==> src/rtl/mem_port_arbiter.sv <==
// Arbiter sharing one fixed-latency single-port memory between instruction fetch
// and the load/store stage; data wins by default, a starvation counter forces fetch.
module mem_port_arbiter #(
  parameter int MEM_LATENCY  = 2,
  parameter int STARVE_LIMIT = 4
) (
  input  logic        clock,
  input  logic        reset,
  input  logic        f_req,
  input  logic [31:0] f_addr,
  output logic        f_gnt,
  output logic        f_rvalid,
  output logic [31:0] f_rdata,
  input  logic        d_req,
  input  logic        d_we,
  input  logic [31:0] d_addr,
  input  logic [31:0] d_wdata,
  input  logic [1:0]  d_size,
  output logic        d_gnt,
  output logic        d_done,
  output logic [31:0] d_rdata,
  output logic        m_en,
  output logic        m_we,
  output logic [31:0] m_addr,
  output logic [31:0] m_wdata,
  output logic [1:0]  m_size,
  input  logic [31:0] m_rdata,
  output logic        busy
);

  typedef enum logic [1:0] {S_IDLE, S_WAIT, S_RESP} state_t;

  localparam logic [3:0] LAT_INIT = 4'(MEM_LATENCY - 1);

  state_t      state_q, state_d;
  logic [3:0]  lat_q, lat_d;
  logic [3:0]  starve_q, starve_d;
  logic        owner_q, owner_d;    // 1 = data port owns the access in flight
  logic        own_we_q, own_we_d;
  logic [31:0] f_rdata_q, f_rdata_d;
  logic [31:0] d_rdata_q, d_rdata_d;
  logic        grant_f, grant_d, force_f;

  function automatic logic [3:0] sat_inc(input logic [3:0] v);
    return (v == 4'hF) ? v : v + 4'd1;
  endfunction

  always_comb begin
    state_d   = state_q;
    lat_d     = lat_q;
    starve_d  = starve_q;
    owner_d   = owner_q;
    own_we_d  = own_we_q;
    f_rdata_d = f_rdata_q;
    d_rdata_d = d_rdata_q;
    grant_f   = 1'b0;
    grant_d   = 1'b0;
    force_f   = 1'b0;
    m_en      = 1'b0;
    m_we      = 1'b0;
    m_addr    = 32'd0;
    m_wdata   = 32'd0;
    m_size    = 2'd0;
    case (state_q)
      S_IDLE, S_RESP: begin
        state_d = S_IDLE;
        // Arbitration is gated by reset so every output reads 0 while it is held.
        if (reset) begin
          force_f = f_req && (int'(starve_q) == STARVE_LIMIT);
          if (d_req && !force_f) grant_d = 1'b1;
          else if (f_req)        grant_f = 1'b1;
        end
        if (grant_d) begin
          state_d  = S_WAIT;
          lat_d    = LAT_INIT;
          owner_d  = 1'b1;
          own_we_d = d_we;
          starve_d = f_req ? sat_inc(starve_q) : 4'd0;
          m_en     = 1'b1;
          m_we     = d_we;
          m_addr   = d_addr;
          m_wdata  = d_wdata;
          m_size   = d_size;
        end else if (grant_f) begin
          state_d  = S_WAIT;
          lat_d    = LAT_INIT;
          owner_d  = 1'b0;
          own_we_d = 1'b0;
          starve_d = 4'd0;
          m_en     = 1'b1;
          m_addr   = f_addr;
          m_size   = 2'd2;
        end
      end
      S_WAIT: begin
        if (lat_q == 4'd0) begin
          state_d = S_RESP;
          if (owner_q) d_rdata_d = own_we_q ? 32'd0 : m_rdata;
          else         f_rdata_d = m_rdata;
        end else begin
          lat_d = lat_q - 4'd1;
        end
      end
      default: state_d = S_IDLE;
    endcase
  end

  always_ff @(posedge clock or negedge reset) begin
    if (!reset) begin
      state_q   <= S_IDLE;
      lat_q     <= 4'd0;
      starve_q  <= 4'd0;
      owner_q   <= 1'b0;
      own_we_q  <= 1'b0;
      f_rdata_q <= 32'd0;
      d_rdata_q <= 32'd0;
    end else begin
      state_q   <= state_d;
      lat_q     <= lat_d;
      starve_q  <= starve_d;
      owner_q   <= owner_d;
      own_we_q  <= own_we_d;
      f_rdata_q <= f_rdata_d;
      d_rdata_q <= d_rdata_d;
    end
  end

  assign f_gnt    = grant_f;
  assign d_gnt    = grant_d;
  assign f_rvalid = (state_q == S_RESP) && !owner_q;
  assign d_done   = (state_q == S_RESP) && owner_q;
  assign f_rdata  = f_rdata_q;
  assign d_rdata  = d_rdata_q;
  assign busy     = (state_q == S_WAIT);

endmodule

==> config.mk <==
export PLATFORM = sky130hd
export DESIGN_NAME = mem_port_arbiter
export DESIGN_NICKNAME = d
export VERILOG_FILES = /design/src/rtl/mem_port_arbiter.sv
export SDC_FILE = /design/constraint.sdc
export NUM_CORES = 1
export LEC_CHECK = 0
export CORE_ASPECT_RATIO = 1.1
export CORE_MARGIN = 4
export CORE_UTILIZATION = 38
export CTS_CLUSTER_DIAMETER = 30
export DETAILED_ROUTE_END_ITERATION = 8
export PLACE_DENSITY_LB_ADDON = 0.3
export SYNTH_ARGS = -nofsm -noshare
export SYNTH_HDL_FRONTEND = slang
export SYNTH_SLANG_ARGS = --single-unit
==> constraint.sdc <==
create_clock -name clock -period 2.9 [get_ports clock]
set_input_delay 0.435 -clock clock [delete_from_list [all_inputs] [get_ports clock]]
set_output_delay 0.435 -clock clock [all_outputs]
set_load 0.02 [all_outputs]
# Word level (Yosys, flattened, before mapping)
# Cells that the tools add are included.
classes:
  addsub: 2
  muxes: 38
  n_bitwise: 1
  n_eq_ne: 8
  n_reduce_logical: 16
op_table:
  columns: ["op", "n"]
  rows:
  - ["$mux W32", 6]
  - ["$mux W4", 7]
  - ["$mux W1", 19]
  - ["$reduce_and A3 Y1", 4]
  - ["$eq A4 B4 Y1 const B", 2]
  - ["$mux W2", 4]
  - ["$pmux W4 S2", 1]
  - ["$ne A3 B3 Y1 const B", 2]
  - ["$add A4 B1 Y4 const B", 1]
  - ["$logic_and A1 B1 Y1", 4]
  - ["$logic_not A4 Y1", 1]
  - ["$pmux W2 S2", 1]
  - ["$reduce_bool A2 Y1", 2]
  - ["$sub A4 B1 Y4 const B", 1]
  - ["$eq A2 B1 Y1 const B", 1]
  - ["$eq A2 B2 Y1 const B", 1]
  - ["$logic_not A1 Y1", 2]
  - ["$logic_not A2 Y1", 1]
  - ["$ne A2 B1 Y1 const B", 1]
  - ["$ne A2 B2 Y1 const B", 1]
  - ["$reduce_and A2 Y1", 1]
  - ["$reduce_or A2 Y1", 1]
  - ["$not A1 Y1", 1]
totals:
  regBits: 76
  out_inout_bits: 137
  elab_cells: 72

# Longest topological paths before layout
# Gate-level depths: netlist (run 1).
logic_depth:
  word_depth: 10
  mapped_depth: 8
  mapped_depth_nobuf: 8

# Worst setup path after synthesis (run 1)
# OpenSTA, ideal clock, no wires.
synth_path:
  path_kind: "reg2out"
  from: "reg starve_q[0]"
  to: "out m_addr[22]"
  path_buffers: 1
  arrival_ns: 1.757
  stages_incl_launch_ff: 7
  setup_slack_ns: 0.708
  required_time_ns: 2.465
  path_cell_list: "dfrtp_1 > inv_1 > ha_1 > nand3b_1 > a21oi_2 > clkbuf_1 > a22o_1"
synth_via:
  elab_chain_len: 10
synth_lines:
  columns: ["item", "line", "text"]
  rows:
  - ["start, declared", "37", "logic [3:0] starve_q, starve_d;"]
  - ["start signal, assigned", "120", "starve_q <= starve_d;"]
  - ["$eq A4 B4 Y1 *", "69", "force_f = f_req && (int'(starve_q) == STARVE_LIMIT);"]
  - ["$logic_and A1 B1 Y1 *", "69", null]
  - ["$logic_not A1 Y1 *", "70", "if (d_req && !force_f) grant_d = 1'b1;"]
  - ["$logic_and A1 B1 Y1 *", "70", null]
  - ["$mux W1", "70", null]
  - ["$mux W1", "68", "if (reset) begin"]
  - ["$mux W1", "64", "case (state_q)"]
  - ["$mux W32", "84", "end else if (grant_f) begin"]
  - ["$mux W32 *", "73", "if (grant_d) begin"]
  - ["$mux W32 *", "64", null]
  - ["end, declared", "24", "output logic [31:0] m_addr,"]
# Every way passes the cells marked *; elsewhere a longest branch is shown, timed or not. The select of a mux whose other input is x is not followed.

# Worst setup path after layout (run 1)
layout_path:
  from: "reg starve_q[1]"
  to: "out f_gnt"
layout_via:
  elab_chain_len: 8
layout_lines:
  columns: ["item", "line", "text"]
  rows:
  - ["$eq A4 B4 Y1", "69", null]
  - ["$logic_and A1 B1 Y1", "69", null]
  - ["$logic_not A1 Y1", "70", null]
  - ["$logic_and A1 B1 Y1", "70", null]
  - ["$mux W1", "70", null]
  - ["$mux W1", "68", null]
  - ["$mux W1 (2 in a row)", "64", null]
  - ["end, declared", "11", "output logic f_gnt,"]
# Every way passes these cells. The select of a mux whose other input is x is not followed.

==> out/qor.txt, run 1 <==
Status: finished clean
Final-report max-slew violation count: 0
Initial Util: 39.06%
Largest net degree at the start of global routing: 76
Top Ports: 272
Clk root buf: clkbuf_8
Routability Congestion: 0.9405
Distinct cells, synth: 38
CP Launch Type: flip-flop
Top post-synthesis cells by area: dfrtp_1 49%, mux2_2 15%, a22o_1 7.7%, and2_1 5.5%, nor2b_1 5.2%
PortBufs: 271
FF-to-FF End: d_rdata[10]
Max clock buf depth: 2
Synth Net Count: 459
Min Tclk post-route: 2.744 ns
Required @ worst endpoint: 2.47 ns
Clock Skew: 0.008924 ns
Die W: 104.1 um
DIE AREA: 11,840 sq um
Worst VDD drop: 342.6 uV
Critical Path AT: 2.31 ns
Tightest Pin Transition: 0.9212 ns
Worst-Skew Late Latency: 0.34 ns
Max transition margin: 38.59%
Area Overhead vs Synth: 79.75%
TNS Setup: 0 ns
Ys Warns: 0
Ys flop type: dfrtp_1
Initial antenna violation count: 1
CTS tree: done
CP Max Fanout: 33
Nets: 736
Via count: 3,635
Post-synthesis register bit count: 76
Mean Syn Cell Area: 12.03 sq um
RSZ-0062 raised after global routing: false
Post-DR vias/cell: 5.028
Hpwl dp: 11,340 um
Post-DRT Antenna Nets: 0
Post-synth top area share: 49.24%
Drt drc: 0
Chip Height: 113.7 um
Cell taking the most area after synthesis: dfrtp_1
WS Path Type: flip-flop to primary output
Core Rows: 38
Global Route Usage Sum: 22.98%
Final setup margin: 0.1561 ns
Clk sinks: 76
Crit end category: primary output
Worst reg2reg path depth: 6
Clock transition at path regs: 0.08 ns
Crit share post-route: 94.62%
Global-route wire length before repair: 20,930 um
Cell area after synthesis: 3862 sq um
Seq/Total Area, Yosys: 49.24%
Layout cell share with drive strength beyond 1: 14.45%
Final Hold Fails: 0
R2R Setup Slk: 0.72 ns
Peak Freq: 364.4 MHz
Total gr overflow: 0
Filler cells: 771
Hold/Removal Path Class: primary input to async pin
TritonCTS Buffers: 9
DP Worst Slack: 0.07714 ns
Leakage power: 3.401 nW
CTS H-tree depth: 3
DR WL/cell: 19.30 um
Async SR Flop Fraction: 100.0%
R2r startpoint: lat_q[0]
Vias in the first global route: 3,850
Initial DRT Pass Iterations: 4
Starting DRC count in detailed routing: 206
Synth Instances: 321
Maximum Capacitance Violations: 0
Endpoints failing setup: 0
Post-synth EDFFs: 0
Drt total wl: 13,960 um
Power Density: 871.4 nW/um^2
Core ar.: 9889 sq um
[cell usage after synthesis, types with 2 or more instances]
cell,count
dfrtp_1,76
mux2_2,52
a22o_1,34
and2_1,34
nor2b_1,32
mux2_1,12
clkbuf_1,11
nor2_1,11
inv_1,9
buf_6,6
a21o_1,3
a21oi_1,3
ha_1,3
nand2_1,3
nor3b_1,3
nor4_1,3
nand2b_1,2
nand3b_1,2
o21ai_0,2
o2bb2ai_1,2
[registers in the layout, summed over array words and instances (netlist names)]
name and count:
owner_q 1, own_we_q 1, starve_q 4, f_rdata 32
state_q 2, d_rdata 32, lat_q 4
[where the power goes]
| part | internal [mW] | switching, mW | leakage (nW) | total, mW |
|---|---|---|---|---|
| logic | 1.76 | 1.62 | 2.38 | 3.37 |
| clock network | 0.399 | 0.361 | 0.0986 | 0.760 |
| registers | 1.58 | 0.334 | 0.920 | 1.92 |
| total | 3.74 | 2.31 | 3.40 | 6.05 |
[through the flow]
stage	power [mW]	instances	area (sq um)	hold WS (ns)	utilization, %
6_report	6.050	723	6943	0.3896	70.21
2_1_floorplan	3.691	321	3862	0.1394	-
5_1_grt	6.378	723	6943	0.4588	70.21
3_3_place_gp	5.301	705	6736	0.2482	68.12
4_1_cts	6.120	722	6890	0.4115	69.67
3_5_place_dp	5.395	705	6736	0.2514	68.12
[worst max-delay path, stage by stage (launching register included)]
cell and delay, ns:
dfrtp_1 0.44, inv_1 0.08, ha_1 0.17, nand3b_1 0.15
a21oi_4 0.26, buf_12 0.22, clkdlybuf4s50_1 0.63
[placed cells by master, fill, tap and decap left out, drive strengths merged, types with 4 or more instances in the layout]
| master | count |
|---|---|
| dlymetal6s2s | 20 |
| nor4 | 4 |
| dlygate4sd2 | 47 |
| mux2 | 64 |
| clkdlybuf4s50 | 203 |
| nand2 | 4 |
| a22o | 34 |
| dfrtp | 76 |
| a21oi | 4 |
| nor2b | 32 |
| nor2 | 12 |
| inv | 9 |
| buf | 14 |
| clkbuf | 14 |
| and2 | 34 |
[final cells by class]
class                           count  area, sq um  area share, %
Tap cell                          120        150.1          2.163
Clock buffer                       14        182.7          2.631
Sequential cell                    76         1902          27.39
Clock inverter                      1        5.005        0.07209
Timing Repair Buffer              285         2846          41.00
Inverter                            9        33.78         0.4866
Multi-Input combinational cell    217         1821          26.22
Antenna cell                        1        2.502        0.03604
[per-layer routing]
layer | GRT usage (%) | up-vias | routed length (um)
met5 | 0 | - | 0
met3 | 7.470 | 25 | 1144
li1 | - | 1693 | -
met2 | 44.65 | 186 | 7636
met4 | 10.82 | 0 | 477
met1 | 21.73 | 1731 | 4696
[timing repair]
action | in CTS | in global routing
endpoints found under the hold margin | 2 | 0
buffers inserted | 1 | 0
hold buffers | 1 | 0
endpoints found under the setup margin | 63 | 20
gates resized for setup | 48 | 20
[worst max-delay path by stage]
stage	from	end	slack, ns
final	starve_q[1]	f_gnt	0.16
after global routing	starve_q[1]	f_gnt	0.06
after CTS	starve_q[1]	m_wdata[6]	0.0005
after detailed placement	f_req	m_addr[20]	0.08
after global placement	f_req	m_addr[0]	0.1
after floorplan	starve_q[0]	m_addr[22]	0.71
[cell families after synthesis]
logic type,after synthesis,share of synthesized area [%]
mux,64,18.66
fa+ha+maj,3,0.9719
compound gates,51,10.95
buf+inv,28,3.952
simple gates,99,16.23
flops,76,49.24
(Power assumes the default switching activity.)
==> run 2, diff against run 1 <==
--- a/config.mk
+++ b/config.mk
@@ -5,12 +5,13 @@
 export SDC_FILE = /design/constraint.sdc
 export NUM_CORES = 1
 export LEC_CHECK = 0
-export CORE_ASPECT_RATIO = 1.1
-export CORE_MARGIN = 4
-export CORE_UTILIZATION = 38
+export CORE_AREA = 4 4 104 106
 export CTS_CLUSTER_DIAMETER = 30
 export DETAILED_ROUTE_END_ITERATION = 8
+export DIE_AREA = 0 0 108 110
+export DONT_BUFFER_PORTS = 1
 export PLACE_DENSITY_LB_ADDON = 0.3
+export SLEW_MARGIN = 20
 export SYNTH_ARGS = -nofsm -noshare
 export SYNTH_HDL_FRONTEND = slang
 export SYNTH_SLANG_ARGS = --single-unit
==> run 2 against run 1 <==
Effect of this change: via count shrank 26%; sequential cell count is the same; global-route usage grew 1.0 points; count of clock-buffer cells in the layout shrank 3; critical endpoint is now m_addr[24].
==> out/qor.txt, run 2 (same netlist as run 1, synthesis figures left out) <==
Filler cells: 904
RSZ-0062 raised after global routing: false
Initial Util: 39.52%
Status: finished clean
Endpoints failing setup: 0
Layout cell share with drive strength beyond 1: 25.30%
Max clock buf depth: 2
Worst reg2reg path depth: 7
Critical Path AT: 2.27 ns
R2r startpoint: lat_q[0]
Clk sinks: 76
Routability Congestion: 0.8574
TritonCTS Buffers: 9
Largest net degree at the start of global routing: 77
Post-DR vias/cell: 5.755
R2R Setup Slk: 0.81 ns
Area Overhead vs Synth: 9.880%
Drt drc: 0
Initial DRT Pass Iterations: 4
Worst VDD drop: 297.5 uV
Total gr overflow: 0
Global Route Usage Sum: 23.97%
Hold Crit Depth: 1
Max transition margin: 50.84%
Top Ports: 272
Max stage delay on crit path: 0.46 ns
Leakage power: 1.814 nW
Die W: 108 um
TNS Setup: 0 ns
Clock transition at path regs: 0.08 ns
Starting DRC count in detailed routing: 162
CTS resizes: 0
Hold/Removal Path Class: primary input to flip-flop
Power Density: 1148 nW/um^2
Nets: 461
DP Worst Slack: 0.6178 ns
Crit share post-route: 93.25%
Peak Freq: 369.8 MHz
Final Hold Fails: 0
Hold endpoint: f_rdata[6]
Chip Height: 110 um
Cell chain of the critical path: inv_1, ha_1, nand4b_1, nand3_1, nor2_4, buf_12, a22o_1
Worst-Skew Late Latency: 0.35 ns
Crit end category: primary output
CP Max Fanout: 69
FF-to-FF End: d_rdata[27]
Final-report max-slew violation count: 0
Maximum Capacitance Violations: 0
DR WL/cell: 31.86 um
Global-route wire length before repair: 19,430 um
Core ar.: 9774 sq um
Initial antenna violation count: 18
CP Launch Type: flip-flop
Hpwl dp: 12,000 um
Most common cell after layout, fill and taps aside: dfrtp_1
Final setup margin: 0.1956 ns
Clock Skew: 0.007459 ns
DIE AREA: 11,880 sq um
WS Path Type: flip-flop to primary output
Min Tclk post-route: 2.704 ns
Vias in the first global route: 2,617
Tightest Pin Transition: 0.7359 ns
CTS tree: done
Hold_sp: m_rdata[6]
Post-DRT Antenna Nets: 0
Drt total wl: 14,820 um
Most frequent cells in the layout: 76 x dfrtp_1, 52 x mux2_2, 34 x and2_1, 34 x a22o_1, 32 x nor2b_1
Via count: 2,676
CTS H-tree depth: 3
Required @ worst endpoint: 2.47 ns
Clk root buf: clkbuf_8
Final hold slack: 0.2154 ns
PortBufs: 0
Core Rows: 36
CP max-delay cell: a22o_1
## run 2: changes by cell type in the layout (fill, tap and decap cells not counted), sizes merged, moves of 3 or more
| cell | change |
|---|---|
| diode | +3 |
| dlygate4sd2 | -47 |
| dlymetal6s2s | -20 |
| clkdlybuf4s50 | -203 |
| buf | -5 |
| clkbuf | -3 |
## run 2: worst max-delay path: cells and delay by family, from the launching register on
kind                       cells  cell delay [ns]
AOI/OAI and AO/OA              1             0.46
DFF                            1             0.44
and+or+nand+nor                3             0.45
adders and majority gates      1             0.21
buffers and inverters          2             0.32
## run 2: worst max path at each step
stage / startpoint / end / depth (start not counted)
floorplan: starve_q[0] / m_addr[22] / 6
global placement: starve_q[0] / m_addr[22] / 7
detailed placement: starve_q[0] / m_addr[24] / 7
CTS: starve_q[0] / m_addr[24] / 7
global route: starve_q[0] / m_addr[24] / 7
finish: starve_q[0] / m_addr[24] / 7
## run 2: through the flow
stage          utilization, %  std cells  area, sq um  power (mW)
6_report                43.42        465         4244       4.873
5_1_grt                 43.34        462         4237       5.173
4_1_cts                 43.32        461         4234       4.924
3_5_place_dp            40.87        443         3995       4.071
3_3_place_gp            40.87        443         3995       4.016
2_1_floorplan               -        321         3862       3.691
## run 2: timing repair
item / 4_1_cts / 5_1_grt
setup buffers: 0 / 0
endpoints found under the hold margin: 76 / 0
hold buffers: 2 / 0
## run 2: power breakdown
group / switching [mW] / internal [mW] / total [mW]
combinational: 0.764 / 0.695 / 1.46
sequential: 1.00 / 1.58 / 2.58
clock: 0.404 / 0.425 / 0.829
## run 2: final cells by class
cell class / instances / area [sq um] / share of cell area, %
repair buffers: 10 / 110.1 / 2.594
diodes: 4 / 10.01 / 0.2358
well taps: 133 / 166.4 / 3.921
multi-input cells: 217 / 1821 / 42.90
flip-flops and latches: 76 / 1902 / 44.81
inverters: 9 / 33.78 / 0.7960
clock buffers: 11 / 141.4 / 3.331
clock inverters: 5 / 60.06 / 1.415
## run 2: metal layers
metal  up-vias  routed length, um  track usage (%)
met5         -                167                0
met4        26                146            5.140
met3        41               2237            16.66
met2       171               7581            41.03
met1      1291               4684            24.12
li1       1147                  -                -
==> run 3, diff against run 2 <==
==> constraint.sdc (replaced) <==
create_clock -name clock -period 3.25 [get_ports clock]
set_input_delay 0.4875 -clock clock [delete_from_list [all_inputs] [get_ports clock]]
set_output_delay 0.4875 -clock clock [all_outputs]
set_load 0.02 [all_outputs]
==> run 3 against run 2 <==
Effect of this change: count of clock-buffer cells in the layout down 1; worst hold slack worse by 0.18 ns; register-to-register slack better by 0.23 ns; sequential cell count unchanged.
==> out/qor.txt, run 3 (same netlist as run 1, synthesis figures left out) <==
Min Tclk post-route: 2.935 ns
Hold/Removal Path Class: primary input to async pin
Post-DRT Antenna Nets: 0
Post-Place Cells: 441
CTS tree: done
Via count: 2,715
TritonCTS Buffers: 9
Cell chain of the critical path: inv_1, ha_1, nand4b_1, nand3_1, nor2_4, buf_12, a22o_1
Crit share post-route: 90.32%
Clk sinks: 76
Maximum Capacitance Violations: 0
Drt drc: 0
Worst-Skew Late Latency: 0.35 ns
R2R Setup Slk: 1.04 ns
Max stage delay on crit path: 0.47 ns
Crit path launch: starve_q[0]
Worst reg2reg path depth: 7
Hold buffers post-CTS: 1
Initial DRT Pass Iterations: 4
Required @ worst endpoint: 2.76 ns
Die W: 108 um
Tightest Pin Transition: 0.7984 ns
Post-DR vias/cell: 5.814
Final-report max-slew violation count: 0
Hpwl dp: 12,820 um
FF-to-FF End: starve_q[3]
Worst VDD drop: 289.4 uV
Total gr overflow: 0
Drt total wl: 15,450 um
WS Path Type: flip-flop to primary output
Critical Path AT: 2.45 ns
Routability Congestion: 0.9989
PortBufs: 0
Max transition margin: 46.58%
CP Launch Type: flip-flop
Peak Freq: 340.7 MHz
Post-DP Area: 3980 sq um
Clock transition at path regs: 0.09 ns
Clk root buf: clkbuf_8
Layout cell share with drive strength beyond 1: 25.23%
Area Overhead vs Synth: 10.33%
Status: finished clean
DR WL/cell: 33.09 um
Nets: 458
CP bufs+invs: 2
Largest net degree at the start of global routing: 77
Core Rows: 36
Vias in the first global route: 2,589
Leakage power: 1.815 nW
CTS H-tree depth: 3
Final core utilization: 43.60%
Initial Util: 39.52%
Power Density: 1038 nW/um^2
RSZ-0062 raised after global routing: false
CTS resizes: 0
Global Route Usage Sum: 25.04%
Most frequent cells in the layout: 76 x dfrtp_1, 52 x mux2_2, 34 x and2_1, 34 x a22o_1, 32 x nor2b_1
Max clock buf depth: 2
Final Non-Filler Cells: 467
DIE AREA: 11,880 sq um
Chip Height: 110 um
Finished layout cell area: 4262 sq um
Top Ports: 272
Clock Skew: 0.01445 ns
TNS Setup: 0 ns
Starting DRC count in detailed routing: 306
Setup bufs post-CTS: 0
Final Hold Fails: 0
Endpoints failing setup: 0
Global-route wire length before repair: 20,040 um
Core ar.: 9774 sq um
R2r startpoint: starve_q[0]
Most common cell after layout, fill and taps aside: dfrtp_1
Initial antenna violation count: 25
Family with the most delay on the worst path: simple AND/OR/NAND/NOR gates
Crit end category: primary output
CP max-delay cell: nor2_4
CP Max Fanout: 47
## run 3: layer usage
metal,GRT usage [%],vias up,part of all wire [%]
met1,23.52,1310,29
met4,13.89,28,4.5
met2,37.92,181,47
met3,21.03,59,18
met5,0,-,1.1
li1,-,1137,-
## run 3: worst max-delay path by stage
stage,to,depth (start not counted),slack [ns]
after floorplan,m_addr[22],6,1.01
after global placement,m_addr[26],7,0.82
after detailed placement,m_addr[24],7,0.73
after CTS,m_addr[24],7,0.34
after global routing,m_addr[13],7,0.15
final,m_addr[24],7,0.31
## run 3: final cells by class
cell class                 instances  area [sq um]
antenna                            9         22.52
clock buffer                      10         137.6
clock inverter                     6         93.84
fill                             906          5513
inverter                           9         33.78
multi-input combinational        217          1821
sequential                        76          1902
tap                              133         166.4
timing repair buffer               7         85.08
## run 3: per-stage QoR
step	hold slack, ns	power [mW]	setup WS, ns
4_1_cts	0.02834	4.486	0.3415
2_1_floorplan	0.1919	3.294	1.006
5_1_grt	0.02577	4.687	0.1466
3_5_place_dp	0.1940	3.630	0.7265
6_report	0.03719	4.422	0.3147
3_3_place_gp	0.1937	3.559	0.8204
## run 3: worst reg2reg max path: stages (launching register included)
cell and delay, ns:
dfrtp_1 0.45, inv_1 0.09, ha_1 0.17, nand3b_1 0.15, a21oi_4 0.61, buf_4 0.29
nor2_1 0.08, o221a_2 0.26
## run 3: where the power goes
group / switching (mW) / total [mW] / leakage [nW] / internal (mW)
sequential: 0.905 / 2.31 / 0.920 / 1.41
clock: 0.358 / 0.818 / 0.114 / 0.460
combinational: 0.674 / 1.29 / 0.781 / 0.615
